[config.mk]
export PLATFORM = sky130hd
export DESIGN_NAME = key_edge_pio
export DESIGN_NICKNAME = d
export VERILOG_FILES = /design/src/rtl/key_pio_pkg.sv /design/src/rtl/key_edge_pio_debounce_bit.sv /design/src/rtl/key_edge_pio.sv
export SDC_FILE = /design/constraint.sdc
export NUM_CORES = 1
export LEC_CHECK = 0
export BUFFER_PORTS_ARGS = -buffer_cell sky130_fd_sc_hd__buf_4
export CAP_MARGIN = 10
export CORE_MARGIN = 3
export CORE_UTILIZATION = 58
export DETAILED_ROUTE_END_ITERATION = 12
export PLACE_DENSITY = 0.84
export SETUP_SLACK_MARGIN = 0.3
export SLEW_MARGIN = 20
export SYNTH_ARGS = -nofsm -noshare
export SYNTH_HDL_FRONTEND = slang
export SYNTH_SLANG_ARGS = --single-unit
[constraint.sdc]
create_clock -name clk_0 -period 3.25 [get_ports clk_0]
set_clock_uncertainty 0.05 [all_clocks]
set_input_delay 0.1625 -clock clk_0 [delete_from_list [all_inputs] [get_ports clk_0]]
set_output_delay 0.1625 -clock clk_0 [all_outputs]
set_load 0.01 [all_outputs]
[src/rtl/key_pio_pkg.sv]
// Shared constants for the push-button input port: register addresses and debounce default.
package key_pio_pkg;

  localparam logic [1:0] ADDR_DATA = 2'd0;
  localparam logic [1:0] ADDR_MASK = 2'd1;
  localparam logic [1:0] ADDR_EDGE = 2'd3;

  localparam int DEBOUNCE_DEFAULT = 500000;

  typedef logic [31:0] word_t;

endpackage

[src/rtl/key_edge_pio_debounce_bit.sv]
// One key line: two-flop synchroniser, stability counter, accepted level and a press pulse
// on the cycle the accepted level first reads 0.
module debounce_bit
  import key_pio_pkg::*;
#(
  parameter int DEBOUNCE_CYCLES = DEBOUNCE_DEFAULT,
  parameter int CNT_W           = 19
) (
  input  logic clk_0,
  input  logic reset_n,
  input  logic pin_i,
  output logic stable_o,
  output logic press_o
);

  localparam logic [CNT_W-1:0] CNT_LAST = CNT_W'(DEBOUNCE_CYCLES - 1);

  logic             sync1_q, sync1_d;
  logic             sync2_q, sync2_d;
  logic             stable_q, stable_d;
  logic             press_q, press_d;
  logic [CNT_W-1:0] cnt_q, cnt_d;

  always_comb begin
    sync1_d  = pin_i;
    sync2_d  = sync1_q;
    stable_d = stable_q;
    cnt_d    = cnt_q;
    // Any cycle where the synchronised level matches the accepted one restarts the count.
    if (sync2_q == stable_q) begin
      cnt_d = '0;
    end else if (cnt_q == CNT_LAST) begin
      stable_d = sync2_q;
      cnt_d    = '0;
    end else begin
      cnt_d = cnt_q + 1'b1;
    end
    press_d = stable_q & ~stable_d;
  end

  always_ff @(posedge clk_0) begin
    if (!reset_n) begin
      sync1_q  <= 1'b1;
      sync2_q  <= 1'b1;
      stable_q <= 1'b1;
      press_q  <= 1'b0;
      cnt_q    <= '0;
    end else begin
      sync1_q  <= sync1_d;
      sync2_q  <= sync2_d;
      stable_q <= stable_d;
      press_q  <= press_d;
      cnt_q    <= cnt_d;
    end
  end

  assign stable_o = stable_q;
  assign press_o  = press_q;

endmodule

[src/rtl/key_edge_pio.sv]
// Debounced push-button input port with sticky W1C press capture on an Avalon-MM slave.
// Define KEY_EDGE_PIO_IRQ_EN to implement the MASK register and the irq output.
module key_edge_pio
  import key_pio_pkg::*;
#(
  parameter int WIDTH           = 3,
  parameter int DEBOUNCE_CYCLES = DEBOUNCE_DEFAULT,
  parameter int CNT_W           = 19
) (
  input  logic             clk_0,
  input  logic             reset_n,
  input  logic [WIDTH-1:0] in_port,
  input  logic [1:0]       address,
  input  logic             read,
  input  logic             write,
  input  logic [31:0]      writedata,
  output logic [31:0]      readdata,
  output logic             irq
);

  logic [WIDTH-1:0] stable;
  logic [WIDTH-1:0] press;
  logic [WIDTH-1:0] clr;

  logic [WIDTH-1:0] edge_capture_q, edge_capture_d;
  logic [WIDTH-1:0] irq_mask_q, irq_mask_d;
  word_t            readdata_q, readdata_d;
  logic             irq_q, irq_d;

  logic             unused_wdata;
  assign unused_wdata = ^writedata[31:WIDTH];

  for (genvar i = 0; i < WIDTH; i++) begin : g_bit
    debounce_bit #(
      .DEBOUNCE_CYCLES(DEBOUNCE_CYCLES),
      .CNT_W          (CNT_W)
    ) u_db (
      .clk_0   (clk_0),
      .reset_n (reset_n),
      .pin_i   (in_port[i]),
      .stable_o(stable[i]),
      .press_o (press[i])
    );
  end

  always_comb begin
    clr = '0;
    if (write && (address == ADDR_EDGE)) begin
      clr = writedata[WIDTH-1:0];
    end
    // A press landing in the same cycle as its clear must not be lost.
    edge_capture_d = (edge_capture_q & ~clr) | press;

`ifdef KEY_EDGE_PIO_IRQ_EN
    irq_mask_d = irq_mask_q;
    if (write && (address == ADDR_MASK)) begin
      irq_mask_d = writedata[WIDTH-1:0];
    end
    irq_d = |(edge_capture_d & irq_mask_d);
`else
    irq_mask_d = '0;
    irq_d      = 1'b0;
`endif

    // Reads use the current register values, so a coincident write is not yet visible.
    readdata_d = '0;
    if (read) begin
      case (address)
        ADDR_DATA: readdata_d[WIDTH-1:0] = stable;
        ADDR_MASK: readdata_d[WIDTH-1:0] = irq_mask_q;
        ADDR_EDGE: readdata_d[WIDTH-1:0] = edge_capture_q;
        default:   readdata_d = '0;
      endcase
    end
  end

  always_ff @(posedge clk_0) begin
    if (!reset_n) begin
      edge_capture_q <= '0;
      irq_mask_q     <= '0;
      readdata_q     <= '0;
      irq_q          <= 1'b0;
    end else begin
      edge_capture_q <= edge_capture_d;
      irq_mask_q     <= irq_mask_d;
      readdata_q     <= readdata_d;
      irq_q          <= irq_d;
    end
  end

  assign readdata = readdata_q;
  assign irq      = irq_q;

endmodule

==> impl_metrics.tcl <==
set metrics [dict create \
    postCtsSetupBuffers 0 \
    post-synth-top-area-cell "dfxtp_1" \
    post-route-period-util_pct 71.4 \
    r2r_start "g_bit[2].u_db.cnt_q[0]" \
    gp_congestion 0.792 \
    clkLatencyLatePin_ns 0.33 \
    r2r_end "g_bit[2].u_db.cnt_q[10]" \
    postCtsResizedCells 0 \
    dieHeight_um 83.2 \
    setup_viol 0 \
    p_leak_nw 1.20 \
    worstSetupEndpoint "g_bit[2].u_db.cnt_q[10]" \
    rsz0062_at_grt "false" \
    core_region_area_um2 5640 \
    wl_um 6120 \
    avgSynthCellArea_um2 8.75 \
    vias_per_cell 5.43 \
    fin_util_pct 66.4 \
    cts_tree "done" \
    async_flop_share_pct 0 \
    netlist_instances 395 \
    detail-route-antenna-nets 0 \
    cp.required_ns 3.40 \
    drt_iter0_markers 147 \
    die_w_um 83.2 \
    diodes 0 \
    synth_edf_count 0 \
    hold_violations 0 \
    ir_worst_vdd_mv 0.254 \
    antenna_found_initial 0 \
    powerDensity_nw_per_um2 467 \
    worstMarginPinSlew_ns 0.806 \
    path_cells "ha_1 -> nand4_1 -> or4_4 -> o211ai_4 -> nor2_1" \
    reg2reg_depth 5 \
    slew_violations 0 \
    cp_slowest_stage_delay_ns 0.67 \
    ys_seq_area_share_pct 43.5 \
    grt_pass1_wl_um 10700 \
    htreeDepth 3 \
    tns_ns 0 \
    yosysMostFrequentCell "dfxtp_1" \
    rows 27 \
    synth_area_um2 3450 \
    portBuffers 14 \
    grt_max_degree 20 \
    hpwl_um 4290 \
    drive_above_1_share_pct 8.83 \
    worstSetupPathType "flip-flop to flip-flop" \
    ys_warn_count 0 \
    path_max_fanout 19 \
    rrSetupSlack_ns 0.93 \
    area_delta_synth_final_pct 8.37 \
    combPwrFrac_pct 3.2 \
    num_io_pins 74 \
    yosysUniqueCellTypes 41 \
    clkSinkCount 75 \
    timing.fmax_mhz 431 \
    ys.flop_type "dfxtp_1" \
    synthTopCellsByArea "dfxtp_1 (43%), xnor2_1 (7.6%), buf_4 (6.5%)" \
    grt_pass1_vias 2429 \
    cts_root_buf "clkbuf_8" \
    start_util_pct 61.2 \
    power_frac_clock_pct 43.8 \
    drc 0 \
    synthTopCellsByCount "dfxtp_1 (75), nor2_1 (58), buf_4 (30), xnor2_1 (30), nand3_1 (27)" \
    synth_top_area_share_pct 43.5 \
    status "finished, final reports clean" \
    wire_per_inst_um 12.5 \
    slowest_stage "or4_4" \
    start_kind "flip-flop" \
    max_slew_margin_pct 46.1 \
    design.die.area_um2 6920 \
    overflow 0 \
    period_needed_ns 2.32 \
    track_usage_pct 18.7 \
    switchingPower_mw 0.357 \
    ys_ff_latch 75 \
    min_path_type "input port to flip-flop" \
    vias 2668 \
    cp-startpoint "g_bit[2].u_db.cnt_q[0]" \
    cts_buffers 9 \
    crit_path_end_kind "flip-flop" \
    seq_power_share_pct 53.0 \
    p_sw_share_pct 20.4 \
    clkSlewWorstSetupHoldPaths_ns 0.07 \
    clockBufferDepth 2 \
    total_power_mw 1.75 \
    nFillCells 463 \
    finalNetCount 461 \
    internal-power_mw 1.39 \
    hold_buffers 3 \
    crit_arrival_ns 2.47 \
    cap_violations 0 \
    dr.pass1.iters 4 \
]
[registers in the layout, indices dropped and copies added, names as in the netlist]
name and cells:
g_bit.u_db.sync1_q 3, readdata 3, g_bit.u_db.stable_o 3, edge_capture_q 3
g_bit.u_db.press_o 3, g_bit.u_db.cnt_q 57, g_bit.u_db.sync2_q 3
[kinds of logic after synthesis]
kind of cell | Yosys count | synth area share [%]
other cells | 1 | 0.109
fa+ha+maj | 5 | 1.81
simple gates | 186 | 28.1
flops | 75 | 43.5
buf+inv | 52 | 9.27
compound gates | 32 | 6.12
xor+xnor | 44 | 11.2
[routing by layer]
metal	GRT usage (%)	share of wire, %	vias to the layer above
met5	0	0	-
met4	8.17	1.9	0
met2	30.9	47	47
met3	5.16	4.0	9
met1	22.8	48	1264
li1	-	-	1348
[cells in the final DEF, fill, tap and decap left out, types with 11 or more instances in the layout]
cell	Yosys	layout
a21oi_1	12	12
buf_4	30	15
conb_1	1	30
dfxtp_1	75	75
inv_1	14	14
nand2_1	16	16
nand3_1	27	27
nand4_1	17	17
nor2_1	58	58
nor3_1	11	11
nor4_1	13	13
xnor2_1	30	30
xor2_1	14	14
[per-stage QoR]
| step | instances | setup slack [ns] | hold slack (ns) | area (µm²) |
|---|---|---|---|---|
| 6_report | 491 | 0.928 | 0.0765 | 3740 |
| 5_1_grt | 491 | 0.699 | 0.0669 | 3740 |
| 4_1_cts | 491 | 0.933 | 0.0559 | 3740 |
| 3_5_place_dp | 473 | 0.947 | 0.314 | 3500 |
| 3_3_place_gp | 473 | 1.01 | 0.312 | 3500 |
| 2_1_floorplan | 424 | 1.25 | 0.214 | 3560 |
[cell type report]
| class | instances | area (µm²) | area share (%) |
|---|---|---|---|
| Tap cell | 72 | 90.1 | 2.41 |
| Sequential cell | 75 | 1500 | 40.1 |
| Multi-Input combinational cell | 297 | 1740 | 46.5 |
| Timing Repair Buffer | 18 | 143 | 3.81 |
| Clock inverter | 5 | 77.6 | 2.07 |
| Inverter | 14 | 52.6 | 1.40 |
| Clock buffer | 10 | 138 | 3.68 |
[worst min path at each step]
stage / from / cells after the start / endpoint
2_1_floorplan: in_port[0] / 1 / g_bit[0].u_db.sync1_q
3_3_place_gp: in_port[0] / 2 / g_bit[0].u_db.sync1_q
3_5_place_dp: in_port[1] / 2 / g_bit[1].u_db.sync1_q
4_1_cts: reset_n / 2 / g_bit[0].u_db.sync1_q
5_1_grt: reset_n / 2 / g_bit[0].u_db.sync2_q
6_report: reset_n / 2 / g_bit[1].u_db.sync1_q
[worst max-delay path, delay by kind of cell, from the launching register on]
family,cells,cell delay (ns)
simple gates,3,1.08
compound gates,1,0.47
flops,1,0.36
fa+ha+maj,1,0.22
[power groups by stage]
stage	Sequential [mW]	Clock [mW]	Combinational, mW
CTS	0.926	0.784	0.0546
detailed placement	0.948	0	0.0516
global placement	0.947	0	0.0503
finish	0.926	0.765	0.0554
global route	0.927	0.822	0.0610
floorplan	0.947	0	0.0622
Power figures use the tool's default switching activity.
